File: config.mk
export PLATFORM = sky130hd
export DESIGN_NAME = sysctrl_host
export DESIGN_NICKNAME = d
export VERILOG_FILES = /design/src/rtl/sysctrl_host_pkg.sv /design/src/rtl/sysctrl_host.sv
export SDC_FILE = /design/constraint.sdc
export NUM_CORES = 1
export LEC_CHECK = 0
export CORE_ASPECT_RATIO = 1.1
export CORE_MARGIN = 5
export CORE_UTILIZATION = 45
export CTS_CLUSTER_DIAMETER = 80
export CTS_CLUSTER_SIZE = 24
export DETAILED_ROUTE_END_ITERATION = 16
export DONT_BUFFER_PORTS = 1
export PLACE_DENSITY_LB_ADDON = 0.12
export SLEW_MARGIN = 40
export SYNTH_ARGS = -nofsm -noshare
export SYNTH_HDL_FRONTEND = slang
export SYNTH_SLANG_ARGS = --single-unit
export TNS_END_PERCENT = 1
File: constraint.sdc
create_clock -name clk -period 1.9 [get_ports clk]
set_input_delay 0.285 -clock clk [delete_from_list [all_inputs] [get_ports clk]]
set_output_delay 0.285 -clock clk [all_outputs]
set_load 0.01 [all_outputs]
File: src/rtl/sysctrl_host_pkg.sv
// rtl/sysctrl_host_pkg.sv - shared system-control protocol constants and helpers
package sysctrl_host_pkg;

  // Command codes understood by the system-control responder
  localparam logic [7:0] CMD_STATUS  = 8'd0;
  localparam logic [7:0] CMD_LEDS    = 8'd1;
  localparam logic [7:0] CMD_COLOR   = 8'd2;
  localparam logic [7:0] CMD_BUTTONS = 8'd3;
  localparam logic [7:0] CMD_CONFIG  = 8'd4;
  localparam logic [7:0] CMD_INT     = 8'd5;

  // Status reply: two signature bytes followed by the core id
  localparam logic [7:0] STATUS_SIG0 = 8'h5C;
  localparam logic [7:0] STATUS_SIG1 = 8'h42;
  localparam logic [7:0] CORE_ID     = 8'h02;

  // Config id character selecting the system volume field
  localparam logic [7:0] CONFIG_ID_VOLUME = 8'h41;

  // Largest payload a single request can carry
  localparam int MAXLEN = 4;

  // Requests longer than MAXLEN are truncated rather than rejected
  function automatic logic [2:0] clamp_len(input logic [2:0] len);
    return (len > 3'(MAXLEN)) ? 3'(MAXLEN) : len;
  endfunction

endpackage

File: src/rtl/sysctrl_host.sv
// rtl/sysctrl_host.sv - request-to-strobe host for the system-control byte protocol
module sysctrl_host
  import sysctrl_host_pkg::*;
#(
  parameter int GAP = 2
) (
  input  logic                  clk,
  input  logic                  reset_n,
  input  logic                  req_valid,
  output logic                  req_ready,
  input  logic [7:0]            req_cmd,
  input  logic [2:0]            req_len,
  input  logic [31:0]           req_data,
  output logic                  rsp_valid,
  output logic [8*MAXLEN-1:0]   rsp_data,
  output logic                  busy,
  output logic                  data_in_strobe,
  output logic                  data_in_start,
  output logic [7:0]            data_in,
  input  logic [7:0]            data_out
);

  localparam logic [2:0] ST_IDLE   = 3'd0;
  localparam logic [2:0] ST_START  = 3'd1;
  localparam logic [2:0] ST_WAIT   = 3'd2;
  localparam logic [2:0] ST_BYTE   = 3'd3;
  localparam logic [2:0] ST_FINISH = 3'd4;

  // The gap counter counts down to zero, so it is loaded with GAP-1
  localparam logic [3:0] GAP_LOAD = 4'(GAP - 1);

  logic [2:0]  state;
  logic [3:0]  gap_cnt;
  logic [2:0]  idx;
  logic [2:0]  len_q;
  logic [31:0] data_q;
  logic        cap_arm;
  logic [1:0]  cap_idx;
  logic        accept;

  // req_ready is only ever high in IDLE/FINISH, so this is the acceptance edge
  assign accept = req_valid && req_ready;

  // Frame sequencer: every bus output is registered alongside the state change
  always_ff @(posedge clk) begin
    if (!reset_n) begin
      state          <= ST_IDLE;
      gap_cnt        <= 4'd0;
      idx            <= 3'd0;
      len_q          <= 3'd0;
      data_q         <= 32'd0;
      req_ready      <= 1'b0;
      busy           <= 1'b0;
      rsp_valid      <= 1'b0;
      data_in_strobe <= 1'b0;
      data_in_start  <= 1'b0;
      data_in        <= 8'd0;
    end else begin
      data_in_strobe <= 1'b0;
      data_in_start  <= 1'b0;
      rsp_valid      <= 1'b0;
      case (state)
        ST_IDLE, ST_FINISH: begin
          if (accept) begin
            len_q          <= clamp_len(req_len);
            data_q         <= req_data;
            idx            <= 3'd0;
            busy           <= 1'b1;
            req_ready      <= 1'b0;
            data_in_strobe <= 1'b1;
            data_in_start  <= 1'b1;
            data_in        <= req_cmd;
            state          <= ST_START;
          end else begin
            busy      <= 1'b0;
            req_ready <= 1'b1;
            state     <= ST_IDLE;
          end
        end
        ST_START: begin
          gap_cnt <= GAP_LOAD;
          state   <= ST_WAIT;
        end
        ST_WAIT: begin
          if (gap_cnt != 4'd0) begin
            gap_cnt <= gap_cnt - 4'd1;
          end else if (idx < len_q) begin
            data_in_strobe <= 1'b1;
            data_in        <= data_q[{idx[1:0], 3'b000} +: 8];
            state          <= ST_BYTE;
          end else begin
            rsp_valid <= 1'b1;
            busy      <= 1'b0;
            req_ready <= 1'b1;
            state     <= ST_FINISH;
          end
        end
        ST_BYTE: begin
          idx     <= idx + 3'd1;
          gap_cnt <= GAP_LOAD;
          state   <= ST_WAIT;
        end
        default: begin
          state <= ST_IDLE;
        end
      endcase
    end
  end

  // Reply capture: the responder answers one cycle after a payload strobe
  always_ff @(posedge clk) begin
    if (!reset_n) begin
      rsp_data <= '0;
      cap_arm  <= 1'b0;
      cap_idx  <= 2'd0;
    end else begin
      cap_arm <= (state == ST_BYTE);
      cap_idx <= idx[1:0];
      if (accept) begin
        rsp_data <= '0;
      end else if (cap_arm) begin
        rsp_data[{cap_idx, 3'b000} +: 8] <= data_out;
      end
    end
  end

endmodule
==> insert_results.sql <==
INSERT INTO impl_metrics (metric_group, metric, value, unit) VALUES
('floorplan', 'die_area', '10270', 'sq um'),
('placement', 'placedInstanceArea', '3993', 'sq um'),
('pwr', 'worst_voltage_drop_across_the_vdd_grid', '0.4668', 'mV'),
('drt', 'ant_nets', '0', ''),
('placement', 'dp_slack', '0.07348', 'ns'),
('worst_setup_path', 'end_kind', 'flop', ''),
('worst_setup_path', 'max_stage_delay', '0.41', 'ns'),
('floorplan', 'floorplan.initialDensity', '45.37', '%'),
('sta', 'max_slew_margin', '67.44', '%'),
('global_route', 'grt_pass1_vias', '2844', ''),
('floorplan', 'die_w', '97.10', 'um'),
('clocking', 'cts_max_path_buffers', '2', ''),
('global_route', 'number_of_antenna_violations_at_the_first_check_in_global_routing', '0', ''),
('finish', 'design_area', '4225', 'sq um'),
('drt', 'routed_wirelength', '8.489', 'mm'),
('sta', 'drv_slew', '0', ''),
('clocking', 'cts_hold_repair.buffers', '0', ''),
('floorplan', 'fp-row-count', '35', ''),
('worst_setup_path', 'worst-setup-path-type', 'flop to flop', ''),
('worst_setup_path', 'cp_top_family', 'simple AND/OR/NAND/NOR gates', ''),
('worst_setup_path', 'timing.critical_path.required', '2.16', 'ns'),
('status', 'status', 'completed', ''),
('drt', 'wl_per_cell', '15.96', 'um'),
('logic_synthesis', 'synth-main-ff-cell', 'sky130_fd_sc_hd__dfxtp_1', ''),
('placement', 'dp_hpwl', '6.033', 'mm'),
('logic_synthesis', 'mappedNetlistArea', '3755', 'sq um'),
('logic_synthesis', 'yosys.area_share.adder', '2.999', '%'),
('placement', 'gpl.final_weighted_congestion', '0.7693', ''),
('logic_synthesis', 'yosys-mux-area-fraction', '5.065', '%'),
('global_route', 'grt_max_degree', '61', ''),
('finish', 'most_frequent_standard_cell_in_the_layout_excluding_fill_and_tap_cells', 'sky130_fd_sc_hd__nand2_1', ''),
('worst_setup_path', 'cp_max_fo', '4', ''),
('sta', 'final_worst_path_cycle_share', '89.10', '%'),
('drt', 'drt-initial-drc-count', '97', ''),
('finish', 'final_cell_mix', 'sky130_fd_sc_hd__nand2_1 (95), sky130_fd_sc_hd__dfxtp_1 (93), sky130_fd_sc_hd__nor2_1 (37), sky130_fd_sc_hd__a21boi_0 (35), sky130_fd_sc_hd__a22oi_1 (33)', ''),
('logic_synthesis', 'synth_nets', '466', ''),
('logic_synthesis', 'syn-instance-count', '403', ''),
('clocking', 'numCtsBuffers', '9', ''),
('placement', 'io_buffers', '0', ''),
('floorplan', 'fp.coreArea', '8277', 'sq um'),
('finish', 'antennaDiodeCount', '0', ''),
('run', 'timing.max_cap.violations', '0', ''),
('worst_setup_path', 'crit_arrival', '1.95', 'ns'),
('logic_synthesis', 'ys.warnings.count', '0', ''),
('drt', 'drc', '0', ''),
('logic_synthesis', 'synthXorXnorAreaFrac', '0.6998', '%'),
('drt', 'detailedRoute.firstPassIterationCount', '4', ''),
('clocking', 'cts_sinks', '93', ''),
('sta', 'timing.clock.skew', '0.01310', 'ns'),
('finish', 'synthToLayoutAreaGrowth', '12.53', '%'),
('sta', 'hold_slack', '0.05274', 'ns'),
('drt', 'viasPerCell', '5.335', ''),
('sta', 'grt_setup_unrepaired', 'false', ''),
('global_route', 'grt_usage', '16.68', '%'),
('clocking', 'total_number_of_h_tree_levels', '3', ''),
('drt', 'route.vias.total', '2838', ''),
('sta', 'max_slew.worst_pin.slew', '0.4863', 'ns'),
('worst_setup_path', 'path_cells', 'inv_1 -> ha_1 -> or3b_4 -> and2_1 -> nor2_2 -> nand2_1 -> a31o_2', ''),
('worst_setup_path', 'cp_slowest_cell', 'sky130_fd_sc_hd__or3b_4', ''),
('sta', 'setup_slack', '0.2072', 'ns'),
('logic_synthesis', 'edff_count_synth', '0', ''),
('logic_synthesis', 'syn_avg_cell_area', '9.317', 'sq um'),
('pwr', 'power_density', '868.5', 'nW/um^2'),
('global_route', 'grt_pass1_wl', '13.85', 'mm'),
('logic_synthesis', 'synthArstFlopShare', '0', '%'),
('logic_synthesis', 'synthSimpleGateAreaFrac', '20.09', '%'),
('sta', 'finalSetupViolCount', '0', ''),
('pwr', 'total_leakage_power', '1.508', 'nW'),
('logic_synthesis', 'synthDistinctLibCells', '37', ''),
('logic_synthesis', 'seq_area_frac_synth', '49.58', '%'),
('logic_synthesis', 'yosys_reg_bits', '93', '');
==> flip-flops by register name, summed over array words and instances (netlist names) <==
signal,flops
data_in,8
busy,1
cap_idx,2
data_q,32
req_ready,1
data_in_strobe,1
len_q,3
state,3
cap_arm,1
data_in_start,1
rsp_valid,1
idx,3
gap_cnt,4
rsp_data,32
==> worst paths after layout <==
path | start | endpoint | slack, ns | cells past startpoint
min reg2reg | data_q[20] | data_q[20] | 0.46 | 2
max | gap_cnt[0] | busy | 0.21 | 7
max reg2reg | gap_cnt[0] | busy | 0.21 | 7
min | req_data[31] | data_q[31] | 0.05 | 2
==> power by group <==
group	total, mW	internal (mW)	leakage (nW)	switching, mW
clock	1.39	0.638	0.104	0.755
sequential	2.06	2.01	0.754	0.0449
combinational	0.221	0.0965	0.650	0.125
total	3.67	2.75	1.51	0.924
==> routing by layer <==
layer  vias up  global-route usage, %  wire [um]
met5         -                      0          0
met4         0                  5.216         89
met3         5                  6.817        668
met2        69                  27.96       4024
met1      1339                  19.44       3707
li1       1425                      -          -
==> synthesized netlist by cell type, drive strengths merged, types with 5 or more instances <==
master | number | area share (%)
and2 | 7 | 1.2
a21boi | 35 | 7.0
dfxtp | 93 | 50
clkbuf | 11 | 1.1
mux4 | 8 | 4.8
nand2 | 96 | 9.7
a31oi | 10 | 1.7
nor4b | 5 | 1.7
a22oi | 33 | 6.6
buf | 11 | 1.5
inv | 6 | 0.60
o21ai | 13 | 1.7
ha | 9 | 3.0
nor2 | 38 | 3.8
==> metrics by stage <==
| stage | total power, mW | utilization [%] | std cells |
|---|---|---|---|
| after detailed placement | 2.323 | 48.24 | 516 |
| after CTS | 3.714 | 50.81 | 532 |
| after global placement | 2.315 | 48.24 | 516 |
| after floorplan | 2.269 | - | 403 |
| final | 3.670 | 51.05 | 532 |
| after global routing | 3.828 | 51.05 | 532 |
==> cell families (layout without fill, tap and decap cells) <==
logic type / after synthesis / in the layout
multiplexers: 9 / 9
adder cells (fa/ha/maj): 9 / 9
XOR/XNOR: 3 / 3
buffers and inverters: 28 / 46
AO/OA/AOI/OAI: 97 / 97
flip-flops: 93 / 93
AND/OR/NAND/NOR: 164 / 164
==> layout make-up <==
type | instances | area [sq um] | share of cell area (%)
Sequential cell | 93 | 1862 | 44.06
Multi-Input combinational cell | 282 | 1797 | 42.52
Timing Repair Buffer | 24 | 192.7 | 4.560
Tap cell | 111 | 138.9 | 3.287
Clock buffer | 9 | 123.9 | 2.932
Clock inverter | 7 | 88.84 | 2.102
Inverter | 6 | 22.52 | 0.5330
==> timing repair <==
item / in CTS / in global routing
setup endpoints to repair: 0 / 11
resized for setup: 0 / 4
hold endpoints to repair: 0 / 0
==> worst reg2reg max path: stages, from the launching register on <==
cell and delay, ns:
sky130_fd_sc_hd__dfxtp_1 0.33, sky130_fd_sc_hd__inv_1 0.09, sky130_fd_sc_hd__ha_1 0.16, sky130_fd_sc_hd__or3b_4 0.41, sky130_fd_sc_hd__and2_1 0.20, sky130_fd_sc_hd__nor2_2 0.10, sky130_fd_sc_hd__nand2_1 0.06, sky130_fd_sc_hd__a31o_2 0.25
Note: power is estimated with default switching activity, not from simulation.
